[src/rtl/alu_pkg.sv]
// Shared definitions for the decode/issue stage: ALU opcodes, RV32I major
// opcodes and the layout of the ID/EX pipeline register.
package alu_pkg;

  localparam int XLEN = 32;

  localparam logic [3:0] ALU_ADD  = 4'd0;
  localparam logic [3:0] ALU_SUB  = 4'd1;
  localparam logic [3:0] ALU_AND  = 4'd2;
  localparam logic [3:0] ALU_OR   = 4'd3;
  localparam logic [3:0] ALU_XOR  = 4'd4;
  localparam logic [3:0] ALU_SLL  = 4'd5;
  localparam logic [3:0] ALU_SRL  = 4'd6;
  localparam logic [3:0] ALU_SRA  = 4'd7;
  localparam logic [3:0] ALU_SLT  = 4'd8;
  localparam logic [3:0] ALU_SLTU = 4'd9;
  localparam logic [3:0] ALU_LUI  = 4'd10;

  localparam logic [6:0] OPC_OP     = 7'b0110011;
  localparam logic [6:0] OPC_OP_IMM = 7'b0010011;
  localparam logic [6:0] OPC_LUI    = 7'b0110111;
  localparam logic [6:0] OPC_AUIPC  = 7'b0010111;
  localparam logic [6:0] OPC_JAL    = 7'b1101111;
  localparam logic [6:0] OPC_JALR   = 7'b1100111;
  localparam logic [6:0] OPC_BRANCH = 7'b1100011;
  localparam logic [6:0] OPC_LOAD   = 7'b0000011;
  localparam logic [6:0] OPC_STORE  = 7'b0100011;

  localparam logic [6:0] F7_BASE = 7'b0000000;
  localparam logic [6:0] F7_ALT  = 7'b0100000;

  typedef struct packed {
    logic            valid;
    logic [3:0]      alu_op;
    logic [XLEN-1:0] a;
    logic [XLEN-1:0] b;
    logic [XLEN-1:0] rs2_data;
    logic [4:0]      rd;
    logic            reg_write;
    logic            branch;
    logic [2:0]      funct3;
    logic            mem_rd;
    logic            mem_wr;
    logic            jump;
    logic [XLEN-1:0] pc;
    logic            illegal;
  } id_ex_t;

  // A bubble is all zeros; ALU_ADD is deliberately encoded as 0 so this holds.
  localparam id_ex_t ID_EX_BUBBLE = '0;

  // Base-encoding funct3 to ALU op, shared by OP and OP-IMM.
  function automatic logic [3:0] op_from_funct3(input logic [2:0] f3);
    logic [3:0] op;
    op = ALU_ADD;
    case (f3)
      3'd0: op = ALU_ADD;
      3'd1: op = ALU_SLL;
      3'd2: op = ALU_SLT;
      3'd3: op = ALU_SLTU;
      3'd4: op = ALU_XOR;
      3'd5: op = ALU_SRL;
      3'd6: op = ALU_OR;
      3'd7: op = ALU_AND;
      default: op = ALU_ADD;
    endcase
    return op;
  endfunction

endpackage

[src/rtl/imm_gen.sv]
// Immediate extraction for every RV32I format; all results are sign-extended.
module imm_gen
  import alu_pkg::*;
(
  input  logic [31:0]     instr,
  output logic [XLEN-1:0] i_imm,
  output logic [XLEN-1:0] s_imm,
  output logic [XLEN-1:0] b_imm,
  output logic [XLEN-1:0] u_imm,
  output logic [XLEN-1:0] j_imm
);

  assign i_imm = {{20{instr[31]}}, instr[31:20]};
  assign s_imm = {{20{instr[31]}}, instr[31:25], instr[11:7]};
  assign b_imm = {{20{instr[31]}}, instr[7], instr[30:25], instr[11:8], 1'b0};
  assign u_imm = {instr[31:12], 12'b0};
  assign j_imm = {{12{instr[31]}}, instr[19:12], instr[20], instr[30:21], 1'b0};

endmodule

[src/rtl/id_alu_issue.sv]
// Decode stage back end: decodes the ID instruction, picks ALU operands and
// control, and registers them into the ID/EX pipeline register.
module id_alu_issue
  import alu_pkg::*;
#(
  parameter int              XLEN     = 32,
  parameter logic [XLEN-1:0] RESET_PC = '0
) (
  input  logic            clk,
  input  logic            rst,
  input  logic            id_valid,
  input  logic [31:0]     id_instr,
  input  logic [XLEN-1:0] id_pc,
  output logic [4:0]      rs1_addr,
  output logic [4:0]      rs2_addr,
  input  logic [XLEN-1:0] rs1_data,
  input  logic [XLEN-1:0] rs2_data,
  input  logic            stall,
  input  logic            flush,
  output logic            ex_valid,
  output logic [3:0]      ex_alu_op,
  output logic [XLEN-1:0] ex_a,
  output logic [XLEN-1:0] ex_b,
  output logic [XLEN-1:0] ex_rs2_data,
  output logic [4:0]      ex_rd,
  output logic            ex_reg_write,
  output logic            ex_branch,
  output logic [2:0]      ex_funct3,
  output logic            ex_mem_rd,
  output logic            ex_mem_wr,
  output logic            ex_jump,
  output logic [XLEN-1:0] ex_pc,
  output logic            ex_illegal
);

  localparam id_ex_t RESET_VAL = '{pc: RESET_PC, default: '0};

  logic [6:0]      opcode;
  logic [2:0]      funct3;
  logic [6:0]      funct7;
  logic [4:0]      rd;
  logic [XLEN-1:0] i_imm, s_imm, b_imm, u_imm, j_imm;
  logic [XLEN-1:0] shamt;
  logic            unused_imm;
  logic            wants_write;
  logic            bad;
  id_ex_t          dec;
  id_ex_t          ex_q;

  assign opcode   = id_instr[6:0];
  assign rd       = id_instr[11:7];
  assign funct3   = id_instr[14:12];
  assign rs1_addr = id_instr[19:15];
  assign rs2_addr = id_instr[24:20];
  assign funct7   = id_instr[31:25];
  assign shamt    = {27'b0, id_instr[24:20]};

  imm_gen u_imm_gen (
    .instr (id_instr),
    .i_imm (i_imm),
    .s_imm (s_imm),
    .b_imm (b_imm),
    .u_imm (u_imm),
    .j_imm (j_imm)
  );

  // Branch and jump targets are formed in EX, so B/J immediates are not needed here.
  assign unused_imm = ^{b_imm, j_imm};

  always_comb begin
    dec          = ID_EX_BUBBLE;
    dec.valid    = 1'b1;
    dec.alu_op   = ALU_ADD;
    dec.pc       = id_pc;
    dec.rd       = rd;
    dec.funct3   = funct3;
    dec.rs2_data = rs2_data;
    wants_write  = 1'b0;
    bad          = 1'b0;
    case (opcode)
      OPC_OP: begin
        dec.a       = rs1_data;
        dec.b       = rs2_data;
        wants_write = 1'b1;
        if (funct7 == F7_BASE)                    dec.alu_op = op_from_funct3(funct3);
        else if (funct7 == F7_ALT && funct3 == 3'd0) dec.alu_op = ALU_SUB;
        else if (funct7 == F7_ALT && funct3 == 3'd5) dec.alu_op = ALU_SRA;
        else                                      bad = 1'b1;
      end
      OPC_OP_IMM: begin
        dec.a       = rs1_data;
        dec.b       = i_imm;
        wants_write = 1'b1;
        dec.alu_op  = op_from_funct3(funct3);
        if (funct3 == 3'd1) begin
          dec.b = shamt;
          bad   = (funct7 != F7_BASE);
        end else if (funct3 == 3'd5) begin
          dec.b      = shamt;
          dec.alu_op = id_instr[30] ? ALU_SRA : ALU_SRL;
          bad        = (funct7 != F7_BASE) && (funct7 != F7_ALT);
        end
      end
      OPC_LUI: begin
        dec.alu_op  = ALU_LUI;
        dec.b       = u_imm;
        wants_write = 1'b1;
      end
      OPC_AUIPC: begin
        dec.a       = id_pc;
        dec.b       = u_imm;
        wants_write = 1'b1;
      end
      OPC_JAL, OPC_JALR: begin
        dec.a       = id_pc;
        dec.b       = 32'd4;
        dec.jump    = 1'b1;
        wants_write = 1'b1;
        bad         = (opcode == OPC_JALR) && (funct3 != 3'd0);
      end
      OPC_BRANCH: begin
        dec.a      = rs1_data;
        dec.b      = rs2_data;
        dec.branch = 1'b1;
        case (funct3[2:1])
          2'b00:   dec.alu_op = ALU_SUB;
          2'b10:   dec.alu_op = ALU_SLT;
          2'b11:   dec.alu_op = ALU_SLTU;
          default: bad = 1'b1;
        endcase
      end
      OPC_LOAD: begin
        dec.a       = rs1_data;
        dec.b       = i_imm;
        dec.mem_rd  = 1'b1;
        wants_write = 1'b1;
        bad         = (funct3 == 3'd3) || (funct3 == 3'd6) || (funct3 == 3'd7);
      end
      OPC_STORE: begin
        dec.a      = rs1_data;
        dec.b      = s_imm;
        dec.mem_wr = 1'b1;
        bad        = (funct3 > 3'd2);
      end
      default: bad = 1'b1;
    endcase
    // An illegal instruction keeps its slot but must not cause any side effect.
    if (bad) begin
      dec.alu_op  = ALU_ADD;
      dec.a       = '0;
      dec.b       = '0;
      dec.branch  = 1'b0;
      dec.jump    = 1'b0;
      dec.mem_rd  = 1'b0;
      dec.mem_wr  = 1'b0;
      dec.illegal = 1'b1;
      wants_write = 1'b0;
    end
    dec.reg_write = wants_write && (rd != 5'd0);
  end

  // Flush beats stall; an empty ID slot turns into a bubble.
  always_ff @(posedge clk or posedge rst) begin
    if (rst)             ex_q <= RESET_VAL;
    else if (flush)      ex_q <= ID_EX_BUBBLE;
    else if (!stall)     ex_q <= id_valid ? dec : ID_EX_BUBBLE;
  end

  assign ex_valid     = ex_q.valid;
  assign ex_alu_op    = ex_q.alu_op;
  assign ex_a         = ex_q.a;
  assign ex_b         = ex_q.b;
  assign ex_rs2_data  = ex_q.rs2_data;
  assign ex_rd        = ex_q.rd;
  assign ex_reg_write = ex_q.reg_write;
  assign ex_branch    = ex_q.branch;
  assign ex_funct3    = ex_q.funct3;
  assign ex_mem_rd    = ex_q.mem_rd;
  assign ex_mem_wr    = ex_q.mem_wr;
  assign ex_jump      = ex_q.jump;
  assign ex_pc        = ex_q.pc;
  assign ex_illegal   = ex_q.illegal;

endmodule

[config.mk]
export PLATFORM = sky130hd
export DESIGN_NAME = id_alu_issue
export DESIGN_NICKNAME = d
export VERILOG_FILES = /design/src/rtl/alu_pkg.sv /design/src/rtl/imm_gen.sv /design/src/rtl/id_alu_issue.sv
export SDC_FILE = /design/constraint.sdc
export NUM_CORES = 1
export LEC_CHECK = 0
export BUFFER_PORTS_ARGS = -buffer_cell sky130_fd_sc_hd__clkbuf_2
export CORE_MARGIN = 1
export CORE_UTILIZATION = 47
export CTS_BUF_LIST = sky130_fd_sc_hd__clkbuf_16
export DETAILED_ROUTE_END_ITERATION = 16
export GPL_TIMING_DRIVEN = 0
export PLACE_DENSITY = 0.85
export SYNTH_ARGS = -nofsm -noshare
export SYNTH_HDL_FRONTEND = slang
export SYNTH_SLANG_ARGS = --single-unit
[constraint.sdc]
create_clock -name clk -period 7 [get_ports clk]
set_clock_uncertainty 0.15 [all_clocks]
set_input_delay 1.4 -clock clk [delete_from_list [all_inputs] [get_ports clk]]
set_output_delay 1.4 -clock clk [all_outputs]
set_load 0.005 [all_outputs]
## Word-level counts from Yosys, hierarchy flattened

Memories as Yosys holds them, arrays and structs flattened.
Cells that the tools add are included.

- Magnitude comparators: 1
- Equality and inequality tests: 19
- Multiplexer cells: 32
- Reduce and logical (&&, ||, !) cells: 20

Operators with widths:

| cell | count |
|---|---|
| 2-to-1 mux 147 bit | 3 |
| case mux 32 bit (6 select lines) | 1 |
| 2-to-1 mux 68 bit | 1 |
| 2-to-1 mux 32 bit | 2 |
| case mux 32 bit (2 select lines) | 1 |
| == test 7 x 6 -> 1 bit (second input constant) | 4 |
| == test 7 bit (second input constant) | 3 |
| case mux 4 bit (4 select lines) | 1 |
| 2-to-1 mux 1 bit | 15 |
| == test 7 x 5 -> 1 bit (second input constant) | 2 |
| 2-to-1 mux 4 bit | 3 |
| case mux 4 bit (3 select lines) | 1 |
| == test 3 bit (second input constant) | 3 |
| 2-to-1 mux 3 bit | 3 |
| == test 7 x 2 -> 1 bit (second input constant) | 1 |
| logical NOT 7 bit | 1 |
| != test 7 x 6 -> 1 bit (second input constant) | 1 |
| case mux 1 bit (7 select lines) | 1 |
| nonzero test 7 bit | 1 |
| OR reduction 7 bit | 1 |
| OR reduction 2 bit | 3 |
| OR reduction 3 bit | 2 |
| logical AND 1 bit | 5 |
| nonzero test 5 bit | 1 |
| 10 further kinds | 12 |

- Flip-flop bits (word level): 147
- ROM bits: 64
- Bits of input ports: 133
- Output and inout port bits: 157
- Logic and storage cells: 88
- Memories: 2

Memory list:

| name | depth | bits a word | rd ports | clocked after Yosys merged registers in | write ports | RTL line | RTL |
|---|---|---|---|---|---|---|---|
| (name not given) | 8 | 4 | 1 | 0 | 0 | alu_pkg.sv:56 | `case (f3)` |
| (name not given) | 8 | 4 | 1 | 0 | 0 | alu_pkg.sv:56 |  |

## Longest topological paths before layout

Gate-level depths: netlist of run 1.

- Depth in word-level cells: 11
- Depth in mapped cells: 9
- Gate-level depth less buffers: 7

## Cells and area by module

Synthesis of run 1 repeated with hierarchy kept, for this count alone.

- Cells, all modules: 812
- Area, all modules: 8042.7 um2

Modules (own cells, without submodules):

| module | times used | cells an instance | area an instance (um2) | sequential area each (um2) |
|---|---|---|---|---|
| id_alu_issue | 1 | 651 | 6837.8 | 3678.5 |
| imm_gen | 1 | 161 | 1204.9 | 0.0 |

## Least setup slack after synthesis of run 1

OpenSTA, ideal clock, no wires.

- Path type: input -> register
- Start: input id_instr[14]
- End: register ex_q, in the netlist ex_b[12]
- Setup time: 126 ps
- Data arrival time: 2885 ps
- Required time: 6724 ps
- Slack: 3839 ps
- Stages: 8
- Path buffers: 2
- Cells stage by stage: clkbuf_1 > inv_1 > ha_1 > a2111oi_0 > o21ai_1 > nand4_2 > buf_2 > o21ai_1

- Longest elaborated chain between the ends: 10
- Elaborated cells on any way between the ends: 31
- Classes of those cells: order compare (1); eq/ne (7); mux (14); reduce/logical (9)

RTL lines:

| item | RTL line | RTL |
|---|---|---|
| start, declared | id_alu_issue.sv:12 | `input logic [31:0] id_instr,` |
| == test 3 bit | id_alu_issue.sv:87, id_alu_issue.sv:98 |  |
| logical AND 1 bit | id_alu_issue.sv:87 | `else if (funct7 == F7_ALT && funct3 == 3'd5) dec.alu_op = ALU_SRA;` |
| 2-to-1 mux 1 bit | id_alu_issue.sv:87 |  |
| 2-to-1 mux 1 bit | id_alu_issue.sv:86 | `else if (funct7 == F7_ALT && funct3 == 3'd0) dec.alu_op = ALU_SUB;` |
| 2-to-1 mux 1 bit | id_alu_issue.sv:85 | `if (funct7 == F7_BASE) dec.alu_op = op_from_funct3(funct3);` |
| case mux 1 bit (7 select lines) | id_alu_issue.sv:80 | `case (opcode)` |
| 2-to-1 mux 68 bit * | id_alu_issue.sv:148 | `if (bad) begin` |
| 2-to-1 mux 147 bit * (2 in series) | id_alu_issue.sv:166 | `else if (!stall) ex_q <= id_valid ? dec : ID_EX_BUBBLE;` |
| 2-to-1 mux 147 bit * | id_alu_issue.sv:165 | `else if (flush) ex_q <= ID_EX_BUBBLE;` |
| end signal, assigned | id_alu_issue.sv:166 |  |
| end, declared | id_alu_issue.sv:48 | `id_ex_t ex_q;` |

Mark *: on every way between the ends. The rest lies on a longest branch, timed or not. The select of a mux whose other input is x is not followed.
A chain may end at the register's enable or synchronous reset.

## Final worst setup path of run 1

- Start: input id_instr[14]
- End: register ex_q, in the netlist ex_b[13]

The elaborated chain is that of the path after synthesis.

==> reports/qor.yml, run 1 <==
via_count: 6222
power_uw: 1914
ys_types: 52
end_kind: "register"
critPathKind: "input port to register"
area_delta_synth_final_pct: 34.79
synth_top_area_frac: 0.5728
syn_avg_cell_area_um2: 10.90
post-cts-setup-buffer-count: 0
final_cell_area_um2: 8657
gr-usage-all-layers: 0.3147
post_drt_via_cell_ratio: 5.740
cts.repair.resized: 0
wl_um: 21650
r2r_end: "ex_rs2_data[18]$_DFFE_PP0P_"
die_area_um2: 14140
yosys_most_used_dff: "dfrtp_1"
status: "complete, no violations"
nNetsFinal: 1032
fin_crit_sh: 0.5247
tightest_slew_ns: 0.7519
slew_violations: 0
synthTopCellsByArea: "dfrtp_1 57%, a22o_1 10%, o21ai_1 5.6%, nand2_1 4.6%, a22oi_1 4.4%"
min-delay-start: "ex_a[27]$_DFFE_PP0P_"
required_ns: 7.15
hpwlAfterDp_um: 16300
ys_seq_area_frac: 0.5728
rsz0062_at_grt: "no"
hold_buffers: 0
synthCells: 589
place_congestion: 0.9577
h-tree-depth: 4
synth_area_um2: 6422
rrSetupSlack_ns: 6.11
clockRootBuffer: "clkbuf_16"
pin_count: 290
die_y_um: 118.9
fmax_mhz: 272.3
ff2ff_path_depth: 1
cp_data_arrival_time_ns: 3.82
n_antenna_cell: 0
worstHoldEndpoint: "ex_a[27]$_DFFE_PP0P_"
routedWlPerCell_um: 19.97
postPlaceCellArea_um2: 8107
min_period_ns: 3.673
p_per_area_nw_per_um2: 221.1
drcViolationCount: 0
p_leak_uw: 0.004336
cts.sinks: 147
syn_nets: 726
tns_ns: 0
grt_max_degree: 93
synth_most_common_cell: "dfrtp_1"
port_buffers: 286
hp-class: "register to register"
synth_common_cells: "147 x dfrtp_1, 78 x nand2_1, 73 x a22o_1"
clkTransAtPathRegs_ns: 0.06
drt_iter0_markers: 578
grt_pass1_wl_um: 33490
die_x_um: 118.9
first_global_vias: 6104
cts_buffers: 17
clk_path_buf_depth: 2
row_count: 42
synth_edf_count: 0
yosysWarningCount: 0
cts_tree: "yes"
grt_overflow: 0
final_layout_size_suffix_gt1_frac: 0.3767
synth_area_leader_cell: "dfrtp_1"
drtAntennaViolNets: 0
core_um2: 13300
synthArstFlopShare: 1.000
dr.pass1.iters: 5
peakVddDrop_uv: 156.8
maxSlewHeadroom: 0.4948
hold_viol: 0
synth_seq_cells: 147
antenna_found_initial: 0
setup_viol: 0
clk_latency_ns: 0.42
drv_cap: 0
startpoint_type: "input port"
worstReg2RegStart: "ex_rs2_data[18]$_DFFE_PP0P_"
nFillCells: 1092
critPathMaxFanout: 10
start_util: 0.4831
hold_depth: 2
## registers in the layout, indices dropped and copies added, names as in the netlist, 3 cells and up
register	count
ex_rd	5
ex_a	32
ex_alu_op	4
ex_b	32
ex_pc	32
ex_funct3	3
ex_rs2_data	32
## power breakdown
group	switching (µW)	leakage, µW	internal [µW]
sequential	10.4	0.00203	867
clock	345	0.000277	513
combinational	106	0.00203	72.8
## cell type report
| cell class | count | area [µm²] | area share |
|---|---|---|---|
| plain buffers | 64 | 296.5 | 0.03425 |
| clock buffers | 17 | 425.4 | 0.04914 |
| clock inverters | 15 | 125.1 | 0.01445 |
| inverters | 5 | 23.77 | 0.002746 |
| multi-input cells | 373 | 2429 | 0.2805 |
| flip-flops and latches | 147 | 3679 | 0.4249 |
| well taps | 176 | 220.2 | 0.02544 |
| repair buffers | 287 | 1459 | 0.1685 |
## through the flow
step                utilization  instances  hold slack [ns]  setup slack (ns)
floorplan                     -        589           0.3173             1.499
global placement         0.6073       1051           0.3118          0.002814
detailed placement       0.6097       1052           0.3148             2.935
CTS                      0.6511       1084           0.3345             3.384
global route             0.6511       1084           0.3518             3.208
finish                   0.6511       1084           0.3333             3.327
## cell families after synthesis
family / Yosys count / share of synthesized area
XOR/XNOR: 2 / 0.002728
AO/OA/AOI/OAI: 242 / 0.2733
adder cells (fa/ha/maj): 4 / 0.007793
AND/OR/NAND/NOR: 125 / 0.09429
buffers and inverters: 69 / 0.04909
flip-flops: 147 / 0.5728
## worst max-delay path: stages
cell and delay (ns):
clkbuf_2 0.19, clkbuf_1 0.47, inv_1 0.20, ha_1 0.22
a2111oi_0 0.44, o21ai_1 0.15, nand4_2 0.29, buf_2 0.32
o21ai_1 0.12
## layer usage
| metal | track usage | wire length [µm] | up-vias |
|---|---|---|---|
| met1 | 0.3898 | 8759 | 3033 |
| li1 | - | - | 2812 |
| met4 | 0.09889 | 433 | 0 |
| met5 | 0 | 0 | - |
| met2 | 0.5325 | 10600 | 338 |
| met3 | 0.08812 | 1855 | 39 |
## worst max path at each step
stage | start | endpoint | slack (ns) | depth (start not counted)
6_report | id_instr[14] | ex_b[13]$_DFFE_PP0P_ | 3.33 | 9
5_1_grt | id_instr[14] | ex_b[13]$_DFFE_PP0P_ | 3.21 | 9
4_1_cts | id_instr[14] | ex_b[13]$_DFFE_PP0P_ | 3.38 | 9
3_5_place_dp | id_instr[14] | ex_b[13]$_DFFE_PP0P_ | 2.94 | 9
3_3_place_gp | rst | ex_rs2_data[2]$_DFFE_PP0P_ | 0.003 | 2
2_1_floorplan | rst | ex_a[0]$_DFFE_PP0P_ | 1.50 | 1
## placed cells by master (no fill, tap or decap), types with 5 or more instances in the layout
cell and n:
clkbuf_2 286, buf_2 15, nand2_1 78, a21oi_1 7, inv_1 7, nor2b_1 5
o21ai_1 72, a221oi_1 21, a22o_1 73, clkbuf_16 17, clkbuf_1 38, dfrtp_1 147
a22oi_1 38, buf_4 10, nor2_1 10
Power figures use the tool's default switching activity.
==> inputs of run 2 (changes only) <==
--- a/config.mk
+++ b/config.mk
@@ -5,13 +5,14 @@
 export SDC_FILE = /design/constraint.sdc
 export NUM_CORES = 1
 export LEC_CHECK = 0
+export ABC_AREA = 1
 export BUFFER_PORTS_ARGS = -buffer_cell sky130_fd_sc_hd__clkbuf_2
 export CORE_MARGIN = 1
-export CORE_UTILIZATION = 47
+export CORE_UTILIZATION = 45
 export CTS_BUF_LIST = sky130_fd_sc_hd__clkbuf_16
 export DETAILED_ROUTE_END_ITERATION = 16
 export GPL_TIMING_DRIVEN = 0
-export PLACE_DENSITY = 0.85
+export PLACE_DENSITY = 0.83
 export SYNTH_ARGS = -nofsm -noshare
 export SYNTH_HDL_FRONTEND = slang
 export SYNTH_SLANG_ARGS = --single-unit
==> constraint.sdc (replaced) <==
create_clock -name clk -period 3.2 [get_ports clk]
set_clock_uncertainty 0.15 [all_clocks]
set_input_delay 0.64 -clock clk [delete_from_list [all_inputs] [get_ports clk]]
set_output_delay 0.64 -clock clk [all_outputs]
set_load 0.005 [all_outputs]
==> run 2 against run 1 <==
Compared with the run above: setup slack worse by 2.4 ns; synthesized area up 15%; largest power group is now the clock network; total power up 130%; clock power up 130%; register-to-register slack worse by 3.8 ns; critical path depth up 1; sequential cell count unchanged; via count up 17%; critical path type unchanged; largest cell class unchanged.
==> reports/qor.yml, run 2 <==
final_layout_size_suffix_gt1_frac: 0.3784
clkTransAtPathRegs_ns: 0.07
seq_power_share: 0.438
hpwlAfterDp_um: 18540
drcViolationCount: 0
wl_um: 24690
p_leak_uw: 0.005631
cts_buffers: 17
drv_cap: 0
end_kind: "register"
hold_buffers: 0
nNetsFinal: 1292
antenna_found_initial: 0
p_sw_uw: 1198
tightest_slew_ns: 0.8048
slew_violations: 0
die_y_um: 130.2
pwr-share-clk: 0.459
synth_common_cells: "343 x nand2_1, 147 x dfrtp_1, 65 x a22o_1"
start_util: 0.4641
final_cell_area_um2: 9762
critPathMaxFanout: 10
grt_pass1_wl_um: 36830
fin_util: 0.6123
holdWs_ns: 0.1414
hold_viol: 0
synth_edf_count: 0
area_delta_synth_final_pct: 31.95
post_drt_via_cell_ratio: 5.266
synthTopCellsByArea: "dfrtp_1 50%, nand2_1 17%, nand3_2 8.1%, a22o_1 7.7%, nand3_1 3.9%"
critPathKind: "input port to register"
intPower_uw: 3173
grt_max_degree: 43
cts_tree: "yes"
die_area_um2: 16960
die_x_um: 130.2
required_ns: 3.41
clk_latency_ns: 0.42
cts.sinks: 147
nFillCells: 1412
p_per_area_nw_per_um2: 447.8
syn_nets: 981
postPlaceCellArea_um2: 9179
tns_ns: 0
mostFrequentLayoutCell: "nand2_1"
synth_top_area_frac: 0.4972
power_uw: 4371
pin_count: 290
rsz0062_at_grt: "no"
ys_types: 28
dr.pass1.iters: 5
first_global_vias: 6906
n_antenna_cell: 0
synth_area_leader_cell: "dfrtp_1"
fmax_mhz: 432.8
drt_iter0_markers: 509
combPwrFrac: 0.103
h-tree-depth: 4
regArea_um2: 3679
synthCells: 844
cts.repair.resized: 0
clk_path_buf_depth: 2
gr-usage-all-layers: 0.2949
clockRootBuffer: "clkbuf_16"
ys_seq_area_frac: 0.4972
status: "complete, no violations"
yosysWarningCount: 0
place_congestion: 0.9023
maxSlewHeadroom: 0.4635
synthArstFlopShare: 1.000
switching_share: 0.2741
synth_area_um2: 7398
multi_input_area_um2: 3174
peakVddDrop_uv: 355.3
hp-class: "input port to async pin"
fin_crit_sh: 0.7221
min_period_ns: 2.311
syn_avg_cell_area_um2: 8.766
setup_viol: 0
grt_overflow: 0
port_buffers: 289
drtAntennaViolNets: 0
core_um2: 15940
routedWlPerCell_um: 17.84
startpoint_type: "input port"
yosys_most_used_dff: "dfrtp_1"
synth_seq_cells: 147
via_count: 7288
synth_most_common_cell: "nand2_1"
row_count: 46
layout_common_cells: "343 x nand2_1, 289 x clkbuf_2, 147 x dfrtp_1, 65 x a22o_1, 60 x nand3_2"
post-cts-setup-buffer-count: 0
cp_data_arrival_time_ns: 2.52
## run 2: cell types whose count changed in the layout (fill, tap and decap cells not counted), sizes merged, moves of 13 or more
cell,change
nand2,+271
nand3,+114
o21ai,-57
a22oi,-38
inv,+37
a221oi,-21
nor2,+17
buf,+13
## run 2: routing by layer
metal	track usage	up-vias	routed length [µm]
met1	0.3580	3461	10100
met5	0	-	0
met4	0.1347	0	681
li1	-	3401	-
met2	0.4912	384	11860
met3	0.07667	42	2044
## run 2: worst max-delay path, cell delays in order
cell and delay (ns):
clkbuf_2 0.12, inv_2 0.07, nor2_4 0.22, nand2_1 0.18, o21ai_1 0.59, buf_2 0.36
nand2_1 0.08, nand2_1 0.10, nand3_2 0.07, nand2_1 0.08
## run 2: through the flow
step | cells | setup slack (ns)
after floorplan | 844 | 0.5630
after global placement | 1349 | -0.3743
after detailed placement | 1352 | 0.4758
after CTS | 1384 | 0.9176
after global routing | 1384 | 0.7712
final | 1384 | 0.8894
## run 2: final timing paths
kind	start	slack (ns)	cells past startpoint	endpoint
worst max-delay path	id_instr[4]	0.89	10	ex_a[24]$_DFFE_PP0P_
worst min-delay path	rst	0.14	2	ex_pc[6]$_DFFE_PP0P_
worst max register to register	ex_rs2_data[17]$_DFFE_PP0P_	2.32	1	ex_rs2_data[17]$_DFFE_PP0P_
worst min register to register	ex_alu_op[1]$_DFFE_PP0P_	0.33	2	ex_alu_op[1]$_DFFE_PP0P_
max in group asynchronous	rst	1.84	4	ex_b[23]$_DFFE_PP0P_
min in group clk	id_pc[17]	0.29	2	ex_pc[17]$_DFFE_PP0P_
## run 2: cell families after synthesis
family | Yosys count | share of synthesized area
AO/OA/AOI/OAI | 94 | 0.09961
adder cells (fa/ha/maj) | 4 | 0.006765
buffers and inverters | 98 | 0.07374
flip-flops | 147 | 0.4972
AND/OR/NAND/NOR | 501 | 0.3227
## run 2: layout make-up
type	instances	area share
clock buffers	17	0.04358
repair buffers	292	0.1543
well taps	216	0.02769
multi-input cells	599	0.3252
clock inverters	15	0.01615
inverters	36	0.01423
flip-flops and latches	147	0.3768
plain buffers	62	0.04204
## run 2: power by group through the flow
stage                     sequential (µW)  clock (µW)  combinational, µW
after floorplan                      1950           0                208
after global placement               1950           0                434
after detailed placement             1950           0                450
after CTS                            1920        2030                452
after global routing                 1920        2100                494
final                                1920        2010                449
